$ cat src/rtl/mem_access_unit_if.sv
// Data-memory bus bundle between the memory access sequencer and the bus.
// One valid/ready request channel plus a single-cycle response pulse.
interface mem_access_unit_if #(
  parameter int ADDR_W = 64,
  parameter int DATA_W = 64
);
  logic                  bus_req_valid;
  logic                  bus_req_ready;
  logic                  bus_we;
  logic [ADDR_W-1:0]     bus_addr;
  logic [DATA_W-1:0]     bus_wdata;
  logic [DATA_W/8-1:0]   bus_wmask;
  logic                  bus_resp_valid;
  logic [DATA_W-1:0]     bus_resp_data;

  modport master (
    output bus_req_valid,
    output bus_we,
    output bus_addr,
    output bus_wdata,
    output bus_wmask,
    input  bus_req_ready,
    input  bus_resp_valid,
    input  bus_resp_data
  );

  modport slave (
    input  bus_req_valid,
    input  bus_we,
    input  bus_addr,
    input  bus_wdata,
    input  bus_wmask,
    output bus_req_ready,
    output bus_resp_valid,
    output bus_resp_data
  );
endinterface

$ cat src/rtl/mem_access_unit.sv
// MEM-stage access sequencer: one load/store at a time onto a valid/ready
// bus, stalling the pipeline until the response and draining aborted ones.
module mem_access_unit #(
  parameter int ADDR_W = 64,
  parameter int DATA_W = 64
) (
  input  logic                clk,
  input  logic                rst,
  input  logic                mem_re,
  input  logic                mem_we,
  input  logic [ADDR_W-1:0]   mem_addr,
  input  logic [DATA_W-1:0]   mem_wdata,
  input  logic [DATA_W/8-1:0] mem_wmask,
  input  logic                abort,
  output logic                mem_stall,
  output logic [DATA_W-1:0]   mem_rdata,
  mem_access_unit_if.master   bus
);

  localparam int MASK_W = DATA_W / 8;

  typedef enum logic [2:0] {
    S_IDLE,
    S_REQ,
    S_WAIT,
    S_DONE,
    S_DRAIN
  } state_t;

  state_t              r_state;
  logic                r_valid;
  logic                r_we;
  logic [ADDR_W-1:0]   r_addr;
  logic [DATA_W-1:0]   r_wdata;
  logic [MASK_W-1:0]   r_wmask;
  logic [DATA_W-1:0]   r_rdata;
  logic                w_req;

  assign w_req     = mem_re | mem_we;
  assign mem_stall = w_req & ~abort & (r_state != S_DONE);
  assign mem_rdata = r_rdata;

  assign bus.bus_req_valid = r_valid;
  assign bus.bus_we        = r_we;
  assign bus.bus_addr      = r_addr;
  assign bus.bus_wdata     = r_wdata;
  assign bus.bus_wmask     = r_wmask;

  always_ff @(posedge clk) begin
    if (rst) begin
      r_state <= S_IDLE;
      r_valid <= 1'b0;
      r_we    <= 1'b0;
      r_addr  <= '0;
      r_wdata <= '0;
      r_wmask <= '0;
      r_rdata <= '0;
    end else begin
      unique case (r_state)
        S_IDLE: begin
          if (w_req && !abort) begin
            r_we    <= mem_we;
            r_addr  <= mem_addr;
            r_wdata <= mem_wdata;
            r_wmask <= mem_wmask;
            r_valid <= 1'b1;
            r_state <= S_REQ;
          end
        end
        S_REQ: begin
          // an accepted request always owes a response, even if aborted
          if (bus.bus_req_ready) begin
            r_valid <= 1'b0;
            r_state <= abort ? S_DRAIN : S_WAIT;
          end else if (abort) begin
            r_valid <= 1'b0;
            r_state <= S_IDLE;
          end
        end
        S_WAIT: begin
          if (bus.bus_resp_valid && !abort) begin
            if (!r_we) r_rdata <= bus.bus_resp_data;
            r_state <= S_DONE;
          end else if (bus.bus_resp_valid) begin
            r_state <= S_IDLE;
          end else if (abort) begin
            r_state <= S_DRAIN;
          end
        end
        S_DONE: begin
          r_state <= S_IDLE;
        end
        S_DRAIN: begin
          if (bus.bus_resp_valid) r_state <= S_IDLE;
        end
        default: begin
          r_valid <= 1'b0;
          r_state <= S_IDLE;
        end
      endcase
    end
  end

endmodule

$ cat src/flat_wrapper.sv
// flat-port wrapper written by rule: the top's interface ports become plain ports
module mem_access_unit_flat 
#(
  parameter int ADDR_W = 64,
  parameter int DATA_W = 64
)
  (clk, rst, mem_re, mem_we, mem_addr, mem_wdata, mem_wmask, abort, mem_stall, mem_rdata, bus_bus_req_valid, bus_bus_we, bus_bus_addr, bus_bus_wdata, bus_bus_wmask, bus_bus_req_ready, bus_bus_resp_valid, bus_bus_resp_data);
  mem_access_unit_if #(.ADDR_W(ADDR_W), .DATA_W(DATA_W)) bus_i ();
  input  logic clk;
  input  logic rst;
  input  logic mem_re;
  input  logic mem_we;
  input  logic [ADDR_W-1:0] mem_addr;
  input  logic [DATA_W-1:0] mem_wdata;
  input  logic [DATA_W/8-1:0] mem_wmask;
  input  logic abort;
  output logic mem_stall;
  output logic [DATA_W-1:0] mem_rdata;
  output wire logic [$bits(bus_i.bus_req_valid)-1:0] bus_bus_req_valid;
  output wire logic [$bits(bus_i.bus_we)-1:0] bus_bus_we;
  output wire logic [$bits(bus_i.bus_addr)-1:0] bus_bus_addr;
  output wire logic [$bits(bus_i.bus_wdata)-1:0] bus_bus_wdata;
  output wire logic [$bits(bus_i.bus_wmask)-1:0] bus_bus_wmask;
  input wire logic [$bits(bus_i.bus_req_ready)-1:0] bus_bus_req_ready;
  input wire logic [$bits(bus_i.bus_resp_valid)-1:0] bus_bus_resp_valid;
  input wire logic [$bits(bus_i.bus_resp_data)-1:0] bus_bus_resp_data;
  assign bus_bus_req_valid = bus_i.bus_req_valid;
  assign bus_bus_we = bus_i.bus_we;
  assign bus_bus_addr = bus_i.bus_addr;
  assign bus_bus_wdata = bus_i.bus_wdata;
  assign bus_bus_wmask = bus_i.bus_wmask;
  assign bus_i.bus_req_ready = bus_bus_req_ready;
  assign bus_i.bus_resp_valid = bus_bus_resp_valid;
  assign bus_i.bus_resp_data = bus_bus_resp_data;
  mem_access_unit #(.ADDR_W(ADDR_W), .DATA_W(DATA_W)) u_core (.clk(clk), .rst(rst), .mem_re(mem_re), .mem_we(mem_we), .mem_addr(mem_addr), .mem_wdata(mem_wdata), .mem_wmask(mem_wmask), .abort(abort), .mem_stall(mem_stall), .mem_rdata(mem_rdata), .bus(bus_i));
endmodule
$ cat config.mk
export PLATFORM = sky130hd
export DESIGN_NAME = mem_access_unit_flat
export DESIGN_NICKNAME = d
export VERILOG_FILES = /design/src/rtl/mem_access_unit_if.sv /design/src/rtl/mem_access_unit.sv /design/src/flat_wrapper.sv
export SDC_FILE = /design/constraint.sdc
export NUM_CORES = 1
export LEC_CHECK = 0
export ABC_AREA = 1
export CORE_MARGIN = 2
export CORE_UTILIZATION = 30
export DETAILED_ROUTE_END_ITERATION = 10
export HOLD_SLACK_MARGIN = 0.05
export PLACE_DENSITY_LB_ADDON = 0.12
export SKIP_CTS_REPAIR_TIMING = 1
export SYNTH_ARGS = -nofsm -noshare
export SYNTH_HDL_FRONTEND = slang
export SYNTH_SLANG_ARGS = --single-unit
$ cat constraint.sdc
create_clock -name clk -period 1.7 [get_ports clk]
set_input_delay 0.255 -clock clk [delete_from_list [all_inputs] [get_ports clk]]
set_output_delay 0.255 -clock clk [all_outputs]
set_load 0.02 [all_outputs]
# Word-level counts from Yosys, hierarchy flattened
# Index checks and enable logic that the tools add are counted.
# Widths: inputs -> output; s select.
# op_classes
n_eq_ne	9
n_mux	13
n_bitwise	6
reduce_logical	9
# op_table
operator	n
$mux 3	8
$pmux 3 s4	1
$eq 3x2->1 const B	2
$reduce_and 3->1	2
$ne 4x3->1 const B	1
$reduce_and 4->1	1
$eq 3x1->1 const B	1
$eq 3x3->1 const B	1
$logic_not 3->1	1
$mux 1	3
$ne 3x2->1 const B	1
$ne 3x3->1 const B	1
$not 1->1	3
$pmux 1 s3	1
$reduce_or 3->1	1
$and 1x1->1	2
$logic_and 1x1->1	2
$ne 2x1->1 const B	1
$ne 2x2->1 const B	1
$reduce_and 2->1	1
$logic_not 1->1	1
$or 1x1->1	1
# totals
ff_bits	205
input_bits	207
out_inout_bits	203
elab_cells	44

# Logic depth before layout (Yosys ltp)
# depth
depth_word	4
depth_mapped	9
depth_no_buf	8

# Worst setup path before layout
# Ideal clock, no wire load.
# synth_timing
kind	register to register
start	reg u_core.r_state[0]
end	reg u_core.r_addr[55] (netlist: u_core.bus.bus_addr[55])
t_arrival_ns	1.202
required_time_ns	1.584
path_slack_ns	0.382
path_stages_with_launch	9
path_buffers	2
period_less_slack_ns	1.318
cell_sequence	dfxtp_1 > nor2_4 > nand2_2 > inv_4 > nand2_8 > buf_6 > clkbuf_4 > o21ai_0 > nor2_1
# synth_between
elab_chain_cells	2
# synth_rtl
item	line	source
start: declaration	mem_access_unit.sv:30	state_t r_state;
start signal: assignment	mem_access_unit.sv:74	r_state <= abort ? S_DRAIN : S_WAIT;
$logic_not 3->1	mem_access_unit.sv:59	unique case (r_state)
$reduce_and 2->1 (no source line)	n/a	
end signal: assignment	mem_access_unit.sv:63	r_addr <= mem_addr;
end: declaration	mem_access_unit.sv:33	logic [ADDR_W-1:0] r_addr;
# Every way passes these cells.
# A chain may end at the register's enable or synchronous reset.

# Worst setup path in the final report
# layout_timing
start	reg u_core.r_state[1]
end	out mem_stall
# layout_between
elab_chain_cells	2
# layout_rtl
item	line	source
$ne 3x2->1	mem_access_unit.sv:40	assign mem_stall = w_req & ~abort & (r_state != S_DONE);
$and 1x1->1	mem_access_unit.sv:40	
end: declaration	flat_wrapper.sv:17	output logic mem_stall;
# Every way passes these cells.

==> impl_metrics.env <==
export IMPL_final_cell_mix="nor2_1, clkdlybuf4s50_1, dfxtp_1"
export IMPL_antenna_found_initial=0
export IMPL_synth_largest_area_cell="dfxtp_1"
export IMPL_cp_start_kind="flop"
export IMPL_power_density_nw_per_um2=1280
export IMPL_clk_pin_slew_worst_paths_ns=0.06
export IMPL_critical_path_class="reg -> out"
export IMPL_finalCriticalPeriod_ns=1.62
export IMPL_core_um2=23600
export IMPL_syn2layout_area_growth_pct=78.9
export IMPL_grt_ovfl_total=0
export IMPL_grt_pass1_vias=7105
export IMPL_cts_max_level=1
export IMPL_hpwl_mm=18.5
export IMPL_route_detailed_drc=0
export IMPL_worst_setup_path_startpoint="u_core.r_state[1]"
export IMPL_cp_arrival_ns=1.36
export IMPL_ant_nets=0
export IMPL_layout_drive_gt1_share=0.0551
export IMPL_final_max_slew_viol_count=0
export IMPL_synth_seq_cells=205
export IMPL_n_antenna_cell=0
export IMPL_max_cap_violations=0
export IMPL_fp_row_count=56
export IMPL_p_leak_nw=8.11
export IMPL_die_height_um=160
export IMPL_avgRoutedWirePerCell_um=15.9
export IMPL_fmax_ghz=0.618
export IMPL_clock_sinks=205
export IMPL_fin_worst_skew_ns=0.0112
export IMPL_fin_crit_sh=0.952
export IMPL_synth_area_leaders="dfxtp_1, nor2_1, o21ai_0"
export IMPL_ir_drop_v=0.000765
export IMPL_crit_required_ns=1.44
export IMPL_crit_chain="inv_1, nor2_2, a21oi_1, dlymetal6s2s_1"
export IMPL_clock_tree_root_cell="clkbuf_16"
export IMPL_synth_nets=1140
export IMPL_crit_path_top_delay_cell="dfxtp_1"
export IMPL_routed_wl_mm=26.4
export IMPL_place_inst=1624
export IMPL_pre_cts_ws_ns=-0.180
export IMPL_hold_viol=0
export IMPL_grt_pass1_wl_mm=39.8
export IMPL_fin_ws_ns=0.0823
export IMPL_tightest_slew_ns=0.355
export IMPL_hp_start="bus_bus_resp_data[2]"
export IMPL_pin_count=410
export IMPL_clkLatencyLatePin_ns=0.50
export IMPL_stdcell_count=1661
export IMPL_port_buffers=409
export IMPL_status="finished clean"
export IMPL_hold_worst_slack_ns=0.355
export IMPL_netlist_cell_type_count=22
export IMPL_synth_top_area_share=0.565
export IMPL_yosys_warnings=0
export IMPL_place_area_um2=11800
export IMPL_grt_max_degree=89
export IMPL_critPathTopFamily="flip-flops"
export IMPL_min_path_type="in -> reg"
export IMPL_die_area_um2=25500
export IMPL_drtPass1Iterations=4
export IMPL_clockBufferDepth=3
export IMPL_die_width_um=160
export IMPL_finalSetupTns_ns=0
export IMPL_first_iter_violations=361
export IMPL_grt_setup_unrepaired="yes"
export IMPL_routed_via_density=4.46
export IMPL_start_util=0.308
export IMPL_numCtsBuffers=24
export IMPL_max_slew_margin=0.763
export IMPL_rr_startpoint="u_core.r_state[2]"
export IMPL_cp_end_kind="primary output"
export IMPL_netlist_area_um2=7260
export IMPL_syn_avg_cell_area_um2=7.79
export IMPL_gr_usage_all_layers=0.195
export IMPL_ys_seq_area_frac=0.565
export IMPL_slowest_delay_ns=0.36
export IMPL_gp_congestion=0.844
export IMPL_critPathMaxFanout=3
export IMPL_setup_viol=0
export IMPL_cts_tree="yes"
export IMPL_vias=7411
export IMPL_final_common_cell="nor2_1"
export IMPL_fin_area_um2=13000
export IMPL_path_buf_inv=2
export IMPL_nNetsFinal=1538
export IMPL_synthCells=933
==> final timing paths <==
kind / end / cells past startpoint / slack [ns]
hold reg to reg: u_core.bus.bus_req_valid / 2 / 0.46
hold / removal: u_core.mem_rdata[2] / 3 / 0.36
setup / recovery: mem_stall / 4 / 0.08
setup reg to reg: u_core.mem_rdata[31] / 8 / 0.17
==> synth_stat cells, drive strengths merged <==
master and instances:
clkbuf 32, nor2 417, nand4 2, a211oi 1, nand2 17, buf 32
nand3 8, inv 13, dfxtp 205, o21ai 201, a21oi 5
==> stage by stage <==
| step | utilization | power [mW] |
|---|---|---|
| 6_report | 0.550 | 16.7 |
| 5_1_grt | 0.550 | 17.7 |
| 4_1_cts | 0.529 | 17.1 |
| 3_5_place_dp | 0.498 | 12.2 |
| 3_3_place_gp | 0.498 | 12.2 |
| 2_1_floorplan | - | 9.35 |
==> where the power goes <==
part           switching (mW)  total [mW]  internal, mW
combinational            3.18        5.75          2.57
sequential              0.433        6.13          5.70
clock                    1.93        4.80          2.87
==> metal layers <==
metal | track usage | part of all wire | wire length, µm | up-vias
met1 | 0.213 | 0.39 | 10200 | 3316
met3 | 0.0771 | 0.093 | 2470 | 43
met2 | 0.348 | 0.49 | 13000 | 285
li1 | - | - | - | 3767
met4 | 0.0579 | 0.027 | 709 | 0
met5 | 0 | 0 | 0 | -
==> logic make-up after synthesis <==
kind of cell	count (synthesis)	share of synthesized area
and+or+nand+nor	444	0.236
AOI/OAI and AO/OA	207	0.143
DFF	205	0.565
buffers and inverters	77	0.0560
==> state kept, by name, indices dropped and copies added (netlist names) <==
register                  flops
u_core.bus.bus_addr          64
u_core.bus.bus_wdata         64
u_core.mem_rdata             64
u_core.bus.bus_wmask          8
u_core.r_state                3
u_core.bus.bus_req_valid      1
u_core.bus.bus_we             1
==> tightest hold or removal path: cells and delay by family <==
kind | cells | cell delay (ns)
AND/OR/NAND/NOR | 1 | 0.04
AO/OA/AOI/OAI | 1 | 0.12
buffers and inverters | 1 | 0.39
==> cell type report <==
class	count	area, µm²
clock inverter	2	13.8
inverter	13	56.3
clock buffer	35	713
sequential	205	4110
timing repair buffer	436	4950
multi-input combinational	651	2760
tap	319	399
fill	2261	10600
No activity file was read; power rests on OpenSTA's default activity.
